--- src/rtl/decode_pkg.sv ---
// Shared opcode constants, ALU operation codes and the decoded control bundle
// used by the decode stage and its combinational decoder.
package decode_pkg;

    localparam logic [6:0] OPC_LOAD   = 7'b0000011;
    localparam logic [6:0] OPC_OP_IMM = 7'b0010011;
    localparam logic [6:0] OPC_AUIPC  = 7'b0010111;
    localparam logic [6:0] OPC_STORE  = 7'b0100011;
    localparam logic [6:0] OPC_OP     = 7'b0110011;
    localparam logic [6:0] OPC_LUI    = 7'b0110111;
    localparam logic [6:0] OPC_BRANCH = 7'b1100011;
    localparam logic [6:0] OPC_JALR   = 7'b1100111;
    localparam logic [6:0] OPC_JAL    = 7'b1101111;

    localparam logic [6:0] FUNCT7_BASE = 7'b0000000;
    localparam logic [6:0] FUNCT7_ALT  = 7'b0100000;

    typedef enum logic [3:0] {
        ALU_ADD   = 4'd0,
        ALU_SUB   = 4'd1,
        ALU_AND   = 4'd2,
        ALU_OR    = 4'd3,
        ALU_XOR   = 4'd4,
        ALU_SLTU  = 4'd5,
        ALU_SLT   = 4'd6,
        ALU_SLL   = 4'd7,
        ALU_SRL   = 4'd8,
        ALU_SRA   = 4'd9,
        ALU_PASSB = 4'd10
    } alu_op_e;

    typedef struct packed {
        alu_op_e alu_op;
        logic    reg_write;
        logic    alu_src;
        logic    pc_src;
        logic    mem_read;
        logic    mem_write;
        logic    mem_to_reg;
        logic    branch;
        logic    jump;
        logic    jump_reg;
        logic    illegal;
    } ctrl_t;

    // funct3 to ALU op; alt selects SUB/SRA on the two funct3 codes that have a variant
    function automatic alu_op_e alu_op_from_funct(input logic [2:0] funct3, input logic alt);
        alu_op_e op;
        case (funct3)
            3'b000:  op = alt ? ALU_SUB : ALU_ADD;
            3'b001:  op = ALU_SLL;
            3'b010:  op = ALU_SLT;
            3'b011:  op = ALU_SLTU;
            3'b100:  op = ALU_XOR;
            3'b101:  op = alt ? ALU_SRA : ALU_SRL;
            3'b110:  op = ALU_OR;
            default: op = ALU_AND;
        endcase
        return op;
    endfunction

endpackage

--- src/rtl/decode_pipe_stage_comb.sv ---
// Purely combinational RV32I/RV32E instruction decoder: raw instruction in,
// control bundle, register addresses and operand-usage flags out.
module decode_comb
    import decode_pkg::*;
#(
    parameter int REG_ADDR_W = 5
) (
    input  logic [31:0]           instr,
    output ctrl_t                 ctrl,
    output logic [REG_ADDR_W-1:0] rs1_addr,
    output logic [REG_ADDR_W-1:0] rs2_addr,
    output logic [REG_ADDR_W-1:0] rd_addr,
    output logic                  uses_rs1,
    output logic                  uses_rs2
);

    localparam bit IS_RV32E = (REG_ADDR_W == 4);

    logic [6:0] opcode;
    logic [2:0] funct3;
    logic [6:0] funct7;
    logic       uses_rd;
    logic       bad;

    assign opcode   = instr[6:0];
    assign funct3   = instr[14:12];
    assign funct7   = instr[31:25];
    assign rs1_addr = instr[15 +: REG_ADDR_W];
    assign rs2_addr = instr[20 +: REG_ADDR_W];
    assign rd_addr  = instr[7 +: REG_ADDR_W];

    // Operand usage follows the opcode alone so the hazard check stays cheap
    always_comb begin
        uses_rs1 = !((opcode == OPC_LUI) || (opcode == OPC_AUIPC) || (opcode == OPC_JAL));
        uses_rs2 = (opcode == OPC_OP) || (opcode == OPC_STORE) || (opcode == OPC_BRANCH);
    end

    // Opcode decode, legality checks, then squash of side-effecting controls
    always_comb begin
        ctrl    = '0;
        uses_rd = 1'b0;
        bad     = 1'b0;
        case (opcode)
            OPC_OP: begin
                ctrl.alu_op    = alu_op_from_funct(funct3, funct7 == FUNCT7_ALT);
                ctrl.reg_write = 1'b1;
                uses_rd        = 1'b1;
                if (funct3 == 3'b000 || funct3 == 3'b101)
                    bad = (funct7 != FUNCT7_BASE) && (funct7 != FUNCT7_ALT);
                else
                    bad = (funct7 != FUNCT7_BASE);
            end
            OPC_OP_IMM: begin
                // funct3 000 is always ADDI: bits 31:25 are immediate there
                ctrl.alu_op    = alu_op_from_funct(funct3,
                                     (funct3 == 3'b101) && (funct7 == FUNCT7_ALT));
                ctrl.alu_src   = 1'b1;
                ctrl.reg_write = 1'b1;
                uses_rd        = 1'b1;
                if (funct3 == 3'b001)
                    bad = (funct7 != FUNCT7_BASE);
                else if (funct3 == 3'b101)
                    bad = (funct7 != FUNCT7_BASE) && (funct7 != FUNCT7_ALT);
            end
            OPC_LOAD: begin
                ctrl.alu_op     = ALU_ADD;
                ctrl.alu_src    = 1'b1;
                ctrl.mem_read   = 1'b1;
                ctrl.mem_to_reg = 1'b1;
                ctrl.reg_write  = 1'b1;
                uses_rd         = 1'b1;
                bad = (funct3 == 3'b011) || (funct3 == 3'b110) || (funct3 == 3'b111);
            end
            OPC_STORE: begin
                ctrl.alu_op    = ALU_ADD;
                ctrl.alu_src   = 1'b1;
                ctrl.mem_write = 1'b1;
                bad = (funct3 > 3'b010);
            end
            OPC_BRANCH: begin
                ctrl.alu_op = ALU_SUB;
                ctrl.branch = 1'b1;
                bad = (funct3 == 3'b010) || (funct3 == 3'b011);
            end
            OPC_JAL: begin
                ctrl.alu_op    = ALU_ADD;
                ctrl.jump      = 1'b1;
                ctrl.reg_write = 1'b1;
                ctrl.pc_src    = 1'b1;
                ctrl.alu_src   = 1'b1;
                uses_rd        = 1'b1;
            end
            OPC_JALR: begin
                ctrl.alu_op    = ALU_ADD;
                ctrl.jump_reg  = 1'b1;
                ctrl.reg_write = 1'b1;
                ctrl.alu_src   = 1'b1;
                uses_rd        = 1'b1;
                bad = (funct3 != 3'b000);
            end
            OPC_LUI: begin
                ctrl.alu_op    = ALU_PASSB;
                ctrl.alu_src   = 1'b1;
                ctrl.reg_write = 1'b1;
                uses_rd        = 1'b1;
            end
            OPC_AUIPC: begin
                ctrl.alu_op    = ALU_ADD;
                ctrl.pc_src    = 1'b1;
                ctrl.alu_src   = 1'b1;
                ctrl.reg_write = 1'b1;
                uses_rd        = 1'b1;
            end
            default: bad = 1'b1;
        endcase

        if (instr[1:0] != 2'b11)
            bad = 1'b1;
        // RV32E only has x0..x15; bit 4 of any used field set means out of range
        if (IS_RV32E && ((uses_rs1 && instr[19]) || (uses_rs2 && instr[24]) ||
                         (uses_rd && instr[11])))
            bad = 1'b1;

        if (bad) begin
            ctrl.illegal    = 1'b1;
            ctrl.reg_write  = 1'b0;
            ctrl.mem_read   = 1'b0;
            ctrl.mem_write  = 1'b0;
            ctrl.mem_to_reg = 1'b0;
            ctrl.branch     = 1'b0;
            ctrl.jump       = 1'b0;
            ctrl.jump_reg   = 1'b0;
        end
    end

endmodule

--- src/rtl/decode_pipe_stage.sv ---
// Registered decode stage: valid/ready pipeline register around decode_comb,
// load-use bubble insertion, flush and a saturating bubble counter.
module decode_pipe_stage
    import decode_pkg::*;
#(
    parameter int PC_W        = 32,
    parameter int REG_ADDR_W  = 5,
    parameter bit HAZARD_EN   = 1'b1,
    parameter int STALL_CNT_W = 16
) (
    input  logic                   clk,
    input  logic                   rst,
    input  logic                   flush,
    input  logic                   in_valid,
    output logic                   in_ready,
    input  logic [31:0]            in_instr,
    input  logic [PC_W-1:0]        in_pc,
    output logic                   out_valid,
    input  logic                   out_ready,
    output logic [PC_W-1:0]        out_pc,
    output logic [REG_ADDR_W-1:0]  out_rs1_addr,
    output logic [REG_ADDR_W-1:0]  out_rs2_addr,
    output logic [REG_ADDR_W-1:0]  out_rd_addr,
    output logic [3:0]             out_alu_op,
    output logic                   out_reg_write,
    output logic                   out_alu_src,
    output logic                   out_pc_src,
    output logic                   out_mem_read,
    output logic                   out_mem_write,
    output logic                   out_mem_to_reg,
    output logic                   out_branch,
    output logic                   out_jump,
    output logic                   out_jump_reg,
    output logic                   out_illegal,
    output logic [STALL_CNT_W-1:0] stall_cnt
);

    ctrl_t                  dec_ctrl;
    logic [REG_ADDR_W-1:0]  dec_rs1, dec_rs2, dec_rd;
    logic                   dec_uses_rs1, dec_uses_rs2;

    logic                   out_valid_q, out_valid_d;
    ctrl_t                  ctrl_q, ctrl_d;
    logic [PC_W-1:0]        pc_q, pc_d;
    logic [REG_ADDR_W-1:0]  rs1_q, rs1_d, rs2_q, rs2_d, rd_q, rd_d;
    logic [STALL_CNT_W-1:0] stall_cnt_q, stall_cnt_d;

    logic                   hazard;

    decode_comb #(.REG_ADDR_W(REG_ADDR_W)) u_decode_comb (
        .instr    (in_instr),
        .ctrl     (dec_ctrl),
        .rs1_addr (dec_rs1),
        .rs2_addr (dec_rs2),
        .rd_addr  (dec_rd),
        .uses_rs1 (dec_uses_rs1),
        .uses_rs2 (dec_uses_rs2)
    );

    // Load-use hazard: the held load writes a register the incoming instruction reads
    always_comb begin
        hazard = HAZARD_EN && out_valid_q && ctrl_q.mem_read && (rd_q != '0) && in_valid &&
                 ((dec_uses_rs1 && (dec_rs1 == rd_q)) || (dec_uses_rs2 && (dec_rs2 == rd_q)));
        in_ready = (!out_valid_q || out_ready) && !hazard && !flush;
    end

    // Next-state for the pipeline register and bubble counter
    always_comb begin
        out_valid_d = out_valid_q;
        ctrl_d      = ctrl_q;
        pc_d        = pc_q;
        rs1_d       = rs1_q;
        rs2_d       = rs2_q;
        rd_d        = rd_q;
        stall_cnt_d = stall_cnt_q;
        if (flush) begin
            out_valid_d = 1'b0;
        end else if (in_valid && in_ready) begin
            out_valid_d = 1'b1;
            ctrl_d      = dec_ctrl;
            pc_d        = in_pc;
            rs1_d       = dec_rs1;
            rs2_d       = dec_rs2;
            rd_d        = dec_rd;
        end else if (out_ready) begin
            // Held bundle drained (or nothing held); a hazard here is a real bubble
            out_valid_d = 1'b0;
            if (hazard && (stall_cnt_q != '1))
                stall_cnt_d = stall_cnt_q + STALL_CNT_W'(1);
        end
    end

    // Pipeline register with asynchronous clear
    always_ff @(posedge clk or posedge rst) begin
        if (rst) begin
            out_valid_q <= 1'b0;
            ctrl_q      <= '0;
            pc_q        <= '0;
            rs1_q       <= '0;
            rs2_q       <= '0;
            rd_q        <= '0;
            stall_cnt_q <= '0;
        end else begin
            out_valid_q <= out_valid_d;
            ctrl_q      <= ctrl_d;
            pc_q        <= pc_d;
            rs1_q       <= rs1_d;
            rs2_q       <= rs2_d;
            rd_q        <= rd_d;
            stall_cnt_q <= stall_cnt_d;
        end
    end

    assign out_valid      = out_valid_q;
    assign out_pc         = pc_q;
    assign out_rs1_addr   = rs1_q;
    assign out_rs2_addr   = rs2_q;
    assign out_rd_addr    = rd_q;
    assign out_alu_op     = ctrl_q.alu_op;
    assign out_reg_write  = ctrl_q.reg_write;
    assign out_alu_src    = ctrl_q.alu_src;
    assign out_pc_src     = ctrl_q.pc_src;
    assign out_mem_read   = ctrl_q.mem_read;
    assign out_mem_write  = ctrl_q.mem_write;
    assign out_mem_to_reg = ctrl_q.mem_to_reg;
    assign out_branch     = ctrl_q.branch;
    assign out_jump       = ctrl_q.jump;
    assign out_jump_reg   = ctrl_q.jump_reg;
    assign out_illegal    = ctrl_q.illegal;
    assign stall_cnt      = stall_cnt_q;

endmodule

--- config.mk ---
export PLATFORM = sky130hd
export DESIGN_NAME = decode_pipe_stage
export DESIGN_NICKNAME = d
export VERILOG_FILES = /design/src/rtl/decode_pkg.sv /design/src/rtl/decode_pipe_stage_comb.sv /design/src/rtl/decode_pipe_stage.sv
export SDC_FILE = /design/constraint.sdc
export NUM_CORES = 1
export LEC_CHECK = 0
export BUFFER_PORTS_ARGS = -buffer_cell sky130_fd_sc_hd__buf_4
export CAP_MARGIN = 20
export CORE_MARGIN = 4
export CORE_UTILIZATION = 40
export CTS_BUF_LIST = sky130_fd_sc_hd__clkbuf_8
export DETAILED_ROUTE_END_ITERATION = 12
export HOLD_SLACK_MARGIN = 0.1
export PLACE_DENSITY = 0.74
export SLEW_MARGIN = 10
export SYNTH_ARGS = -nofsm -noshare
export SYNTH_HDL_FRONTEND = slang
export SYNTH_HIERARCHICAL = 1
export SYNTH_SLANG_ARGS = --single-unit
export TNS_END_PERCENT = 100
--- constraint.sdc ---
create_clock -name clk -period 5.04 [get_ports clk]
set_clock_uncertainty 0.2 [all_clocks]
set_input_delay 0.756 -clock clk [delete_from_list [all_inputs] [get_ports clk]]
set_output_delay 0.756 -clock clk [all_outputs]
set_load 0.005 [all_outputs]
# Word level (Yosys, flattened, before mapping)
# Index checks and enable logic that the tools add are counted.
[classes]
div_mod_pow = 0
addsub = 1
n_bitwise = 2
multipliers = 0
eq_ne = 22
magnitude_cmp = 1
mux = 25
n_reduce_logical = 37
n_shift = 0
[op_table]
columns = ["operator", "n"]
rows = [
  ["$pmux 4 s7", 2],
  ["$eq 7x6->1 const B", 4],
  ["$eq 7x7->1 const B", 3],
  ["$mux 1", 20],
  ["$add 16x1->16 const B", 1],
  ["$ne 16x16->1 const B", 1],
  ["$pmux 4 s4", 1],
  ["$eq 7x5->1 const B", 2],
  ["$reduce_or 7->1", 2],
  ["$eq 3x3->1 const B", 4],
  ["$logic_and 1x1->1", 12],
  ["$eq 5x5->1", 2],
  ["$logic_or 1x1->1", 10],
  ["$eq 7x2->1 const B", 1],
  ["$mux 7", 1],
  ["$ne 7x6->1 const B", 1],
  ["$pmux 1 s7", 1],
  ["$reduce_bool 7->1", 1],
  ["$eq 3x2->1 const B", 2],
  ["$reduce_bool 3->1", 2],
  ["$reduce_bool 5->1", 1],
  ["$logic_not 1->1", 4],
  ["$reduce_and 4->1", 1],
  ["$eq 3x1->1 const B", 1],
  ["7 further kinds", 8],
]
[word_totals]
ram_bits = 0
regBits = 78
word_cells = 105
latch_bits = 0
mem_count = 0
in_bits = 69
romBits = 0
out_inout_bits = 79

# Depth between registers and ports, before layout
# Gate-level depths: netlist of run 1.
[logic_depth]
word_depth = 13
ltp_mapped = 10
ltp_nobuf = 8

# Cells and area by module
# The synthesis of run 1 kept the hierarchy.
[by_module_without_submodules]
columns = ["module", "area_each_um2", "seq_area_each_um2", "n_inst", "cells_each"]
rows = [
  ["decode_pipe_stage", 3477.1, 1951.9, 1, 236],
  ["decode_comb", 596.8, 0.0, 1, 92],
]

# Worst setup path after synthesis of run 1
# No wires, ideal clock.
[synth_path]
path_kind = "input-to-output"
start = "in in_instr[2]"
end = "out in_ready"
path_stages = 7
required_time_ps = 4084
arrival_time_ps = 2246
path_slack_ps = 1838
n_path_buf = 2
cell_sequence = "clkbuf_1 -> nor4bb_1 -> and3_1 -> nand2_1 -> o22ai_4 -> buf_2 -> a21boi_0"
[synth_via]
elab_cells_between_ends = 18
classes_between = "eq/ne: 6; reduce/logical: 12"
[synth_rtl]
columns = ["item", "line", "source"]
rows = [
  ["start, declared", "decode_pipe_stage.sv:16", "input logic [31:0] in_instr,"],
  ["$eq 7x6->1", "decode_pipe_stage_comb.sv:35", "uses_rs2 = (opcode == OPC_OP) || (opcode == OPC_STORE) || (opcode == OPC_BRANCH);"],
  ["$logic_or 1x1->1", "decode_pipe_stage_comb.sv:35", ""],
  ["$logic_or 1x1->1 (*)", "decode_pipe_stage_comb.sv:35", ""],
  ["named net dec_uses_rs2", "decode_pipe_stage.sv:40", "logic dec_uses_rs1, dec_uses_rs2;"],
  ["$logic_and 1x1->1 (*)", "decode_pipe_stage.sv:63", "((dec_uses_rs1 && (dec_rs1 == rd_q)) || (dec_uses_rs2 && (dec_rs2 == rd_q)));"],
  ["$logic_or 1x1->1 (*)", "decode_pipe_stage.sv:63", ""],
  ["$logic_and 1x1->1 (*)", "decode_pipe_stage.sv:62", "hazard = HAZARD_EN && out_valid_q && ctrl_q.mem_read && (rd_q != '0) && in_valid &&"],
  ["$logic_not 1->1 (*)", "decode_pipe_stage.sv:64", "in_ready = (!out_valid_q || out_ready) && !hazard && !flush;"],
  ["$logic_and 1x1->1 (*) (2 in series)", "decode_pipe_stage.sv:64", ""],
  ["end, declared", "decode_pipe_stage.sv:15", "output logic in_ready,"],
]
# Mark *: on every way through the listed nets, which the timed path passes. The rest lies on a longest branch.

# Final worst setup path of run 1
[layout_path]
start = "in in_instr[3]"
end = "out in_ready"
# The elaborated chain is that of the path after synthesis.

==> flow_summary.ini, run 1 <==
[synth]
netlist.area_leader.share_pct = 47.9
yosysWarnings = 6
synth-compound-area-share_pct = 6.05
synth.area.top_cells = dfrtp_1, mux2_4, mux2_2, xnor2_1, buf_4
syn-mean-instance-area_um2 = 12.4
yosys.area_share.simple_pct = 12.9
synth_nets = 398
synth-edff-count = 0
synthArstFlopShare_pct = 100
synth_ff_type = dfrtp_1
ys_types = 49
seq_area_frac_synth_pct = 47.9
synth_top_family_by_area = multiplexers
postSynthCellCount = 328
synthMuxAreaShare_pct = 20.1
synth-xor-area-share_pct = 6.02
synth_top_area_cell = dfrtp_1
netlist_area_um2 = 4070
ys_ff_latch = 78
synth-adder-area-share_pct = 0.307

[pwr]
p_per_area_nw_per_um2 = 308
pwr-share-clk_pct = 34.4
peakVddDrop_mv = 0.205
p_switching_mw = 0.402
power_switching_share_pct = 24.4
finalPower_mw = 1.65
comb_power_share_pct = 20.6
internal_power_mw = 1.25
p_leak_nw = 2.50
power_frac_seq_pct = 45.0

[job]
drv_cap = 0

[route]
viasPerCell = 5.00
num_vias = 2972
initialDrtViolationCount = 110
postRouteAntennaNets = 0
routed_wl_mm = 9.93
drc_errors = 0
drtPass1Iterations = 4
avgRoutedWirePerCell_um = 16.7

[floorplanning]
die_w_um = 109
std_cell_rows = 36
dieArea_um2 = 11900
start_util_pct = 41.3
core_area_um2 = 9860
die_height_um = 109
ios = 148

[clock_tree]
cts_buffers = 9
hold_buffers = 0
cts_setup_buffers = 0
clock_path_buffers = 2
worstSkewPairLatency_ns = 0.34
cts_resized = 0
cts-root-buf = clkbuf_8
tritoncts = built
cts_htree_levels = 3
path_clk_slew_ns = 0.08
cts.sinks = 78

[timing]
finalSetupViolations = 0
period_needed_ns = 3.57
finalCritPeriodShare_pct = 70.7
hold_viol_final = 0
drv_slew = 0
rsz0062_at_grt = no
tightestPinTransition_ns = 0.893
final.setup.tns_ns = 0
slew_headroom_pct = 40.5
fmax_ghz = 0.280

[global_route]
track_usage_pct = 16.5
antenna_found_initial = 0
grt_pass1_vias = 3067
overflow = 0
grt_pass1_wl_mm = 15.4
grt_max_degree = 67

[place]
hpwl_mm = 7.60
port_buffers = 147
gp_congestion = 0.842

[setup_path]
cp.required_ns = 4.08
endpoint_kind = output port
cp.arrival_ns = 2.61
worstPathMaxFanout = 18
crit_type = primary input to output port
critPathLaunchType = primary input

[layout]
largest_reg_flops = 32
antenna_cells = 0
synthToLayoutAreaGrowth_pct = 31.8
layout-drive-gt1-share_pct = 51.8
fin_util_pct = 54.4
nNetsFinal = 526

[worst_hold_path]
hold_path.class = primary input to async pin

[outcome]
status = finished, final reports clean
## placed cells by master (no fill, tap or decap), drive strengths merged, types with 2 or more instances in the layout
cell,instances
buf,150
dfrtp,78
mux2,62
xnor2,27
nand4,15
nand2,14
nor2,13
and3,11
clkbuf,10
nand3,10
nor3,9
inv,7
o21ai,6
a211oi,5
a21oi,5
clkinv,4
bufinv,3
nand2b,3
nor4,3
or4,3
a2111oi,3
or3,2
nor2b,2
a311oi,2
## synth_stat cells (5+ instances only)
library cell / count
buf_6: 7
inv_1: 8
and3_1: 10
nor2_1: 13
clkbuf_1: 6
nor3_1: 8
mux2_4: 32
buf_4: 17
dfrtp_1: 78
nand2_1: 14
mux2_2: 29
a211oi_1: 5
xnor2_1: 27
nand4_1: 15
o21ai_0: 5
nand3_1: 9
## through the flow
step                      instance area, um^2  hold WS, ns  cells  setup WS [ns]
after floorplan                          4070        0.288    328           1.84
after global placement                   5120        0.287    578           1.51
after detailed placement                 5120        0.295    578           1.45
after CTS                                5370        0.104    594           1.47
after global routing                     5370        0.111    594           1.26
final                                    5370        0.120    594           1.47
## path summary, 6_finish.rpt
| path | startpoint | endpoint | slack, ns | depth (start not counted) |
|---|---|---|---|---|
| min in group clk | stall_cnt[10] | stall_cnt[10] | 0.31 | 1 |
| setup / recovery | in_instr[3] | in_ready | 1.47 | 7 |
| hold reg to reg | stall_cnt[10] | stall_cnt[10] | 0.31 | 1 |
| max in group asynchronous | rst | out_pc[9] | 3.41 | 3 |
| hold / removal | rst | out_pc[4] | 0.12 | 2 |
| setup reg to reg | out_rd_addr[0] | out_rs1_addr[3] | 2.33 | 5 |
## cell type report
cell class,count,area [um^2]
Clock buffer,10,138
Clock inverter,6,109
Fill cell,848,4490
Inverter,8,31.3
Multi-Input combinational cell,209,1850
Sequential cell,78,1950
Tap cell,133,166
Timing Repair Buffer,150,1130
## layer usage
metal | up-vias | wire [um] | GRT usage, %
met5 | - | 0 | 0
met1 | 1435 | 4140 | 20.9
met4 | 0 | 132 | 4.96
met3 | 10 | 745 | 4.91
li1 | 1413 | - | -
met2 | 114 | 4920 | 27.3
## critical path, stage by stage
cell      delay [ns]
buf_4           0.14
nor4bb_1        0.54
and3_1          0.25
nand2_1         0.09
o22ai_4         0.45
a21boi_0        0.19
buf_4           0.19
## logic make-up after synthesis
kind of cell	count (synthesis)
xor gates and xnor gates	28
muxes	62
adders and majority gates	1
and+or+nand+nor	91
DFF	78
buffers and inverters	41
AOI/OAI and AO/OA	27
## power by group through the flow
stage               Clock (mW)  Sequential, mW  Combinational, mW
detailed placement           0           0.755              0.348
finish                   0.568           0.743              0.341
global placement             0           0.750              0.339
global route             0.607           0.753              0.370
CTS                      0.584           0.745              0.348
floorplan                    0           0.751              0.171
Power figures use the tool's default switching activity.
==> run 2, diff against run 1 <==
==> constraint.sdc (replaced) <==
create_clock -name clk -period 3.3 [get_ports clk]
set_clock_uncertainty 0.2 [all_clocks]
set_input_delay 0.495 -clock clk [delete_from_list [all_inputs] [get_ports clk]]
set_output_delay 0.495 -clock clk [all_outputs]
set_load 0.005 [all_outputs]
==> run 2 against run 1 <==
Clock power increased by 49%. Sequential share of layout area decreased by 0.32 points. Critical path depth increased by 3. Power increased by 52%. Combinational power increased by 54%. Core utilization increased by 0.48 points. Sequential power increased by 52%. Sequential cell count unchanged. Global-route usage increased by 0.29 points. Register-to-register slack got worse by 1.4 ns. Critical path type unchanged. Critical endpoint unchanged. Largest cell class unchanged.
==> flow_summary.ini, run 2 (synthesized netlist as in run 1, its figures left out) <==
[setup_path]
critPathLaunchType = primary input
endpoint_kind = output port
crit_type = primary input to output port
cp.arrival_ns = 2.09
worstPathMaxFanout = 18
cp.required_ns = 2.60

[global_route]
overflow = 0
grt_max_degree = 55
grt_pass1_vias = 3182
track_usage_pct = 16.8
antenna_found_initial = 0
grt_pass1_wl_mm = 15.6

[timing]
finalCritPeriodShare_pct = 84.3
slew_headroom_pct = 50.5
finalSetupViolations = 0
drv_slew = 0
holdWs_ns = 0.143
final.setup.tns_ns = 0
fmax_ghz = 0.359
rsz0062_at_grt = no
tightestPinTransition_ns = 0.742
period_needed_ns = 2.78
hold_viol_final = 0

[job]
drv_cap = 0

[outcome]
status = finished, final reports clean

[place]
hpwl_mm = 7.51
dp_cells = 582
gp_congestion = 0.874
port_buffers = 147

[pwr]
p_per_area_nw_per_um2 = 462
power_switching_share_pct = 24.9
power_frac_seq_pct = 45.2
comb_power_share_pct = 20.9
pwr-share-clk_pct = 33.9
peakVddDrop_mv = 0.277
p_leak_nw = 2.52
p_switching_mw = 0.622
internal_power_mw = 1.88

[layout]
layout-drive-gt1-share_pct = 52.1
largest_reg_flops = 32
layout_common_cells = buf_4, dfrtp_1, mux2_4
nNetsFinal = 531
synthToLayoutAreaGrowth_pct = 33.0
antenna_cells = 0
layout_commonest_cell = buf_4
finalNonFillerCells = 599

[route]
initialDrtViolationCount = 108
routed_wl_mm = 9.82
viasPerCell = 5.01
num_vias = 3001
drc_errors = 0
avgRoutedWirePerCell_um = 16.4
postRouteAntennaNets = 0
drtPass1Iterations = 4

[clock_tree]
clock_path_buffers = 2
tritoncts = built
cts_buffers = 9
path_clk_slew_ns = 0.08
cts_htree_levels = 3
cts_resized = 0
cts-root-buf = clkbuf_8
cts.sinks = 78
worstSkewPairLatency_ns = 0.34

[floorplanning]
die_w_um = 109
dieArea_um2 = 11900
die_height_um = 109
start_util_pct = 41.3
core_area_um2 = 9860
ios = 148
std_cell_rows = 36

[worst_hold_path]
hold_path.class = primary input to flip-flop
[run 2: path summary, 6_finish.rpt]
path,start,endpoint,slack (ns),cells past startpoint
max in group asynchronous,rst,out_pc[27],1.55,4
worst min-delay path,flush,out_valid,0.14,2
worst max register to register,stall_cnt[0],stall_cnt[1],0.90,5
worst min register to register,stall_cnt[10],stall_cnt[10],0.31,1
min in group asynchronous,rst,out_pc[1],0.62,3
worst max-delay path,in_instr[4],in_ready,0.52,10
[run 2: metal layers]
metal | wire [um] | GRT usage [%]
met5 | 0 | 0
met4 | 204 | 6.85
met3 | 714 | 4.62
met2 | 4840 | 27.6
met1 | 4060 | 20.9
[run 2: cell type report]
class | instances | area (um^2)
multi-input cells | 209 | 1850
clock buffers | 12 | 165
fillers | 859 | 4450
clock inverters | 4 | 76.3
inverters | 8 | 31.3
flip-flops and latches | 78 | 1950
repair buffers | 155 | 1180
well taps | 133 | 166
[run 2: worst max-delay path: stages]
cell	delay, ns
buf_4	0.13
nand2b_1	0.16
nor2_1	0.06
buf_4	0.15
a21o_1	0.17
nand2_1	0.05
nand2_1	0.08
o22ai_4	0.41
a21boi_0	0.19
buf_4	0.18
[run 2: power groups by stage]
stage | Sequential, mW | Clock (mW) | Combinational [mW]
floorplan | 1.15 | 0 | 0.262
global placement | 1.15 | 0 | 0.521
detailed placement | 1.15 | 0 | 0.533
CTS | 1.13 | 0.876 | 0.534
global route | 1.15 | 0.917 | 0.568
finish | 1.13 | 0.848 | 0.525
[run 2: per-stage QoR]
stage	area, um^2	power (mW)	util (%)	worst slack [ns]
global placement	5170	1.67	52.4	0.472
finish	5420	2.50	54.9	0.518
CTS	5420	2.54	54.9	0.474
floorplan	4070	1.41	-	0.610
global route	5420	2.63	54.9	0.376
detailed placement	5170	1.68	52.4	0.455
[run 2: timing repair]
action                     in CTS  in global routing
setup endpoints to repair       0                  0
buffers inserted                0                  0
hold endpoints to repair       41                  0
hold buffers                    1                  0
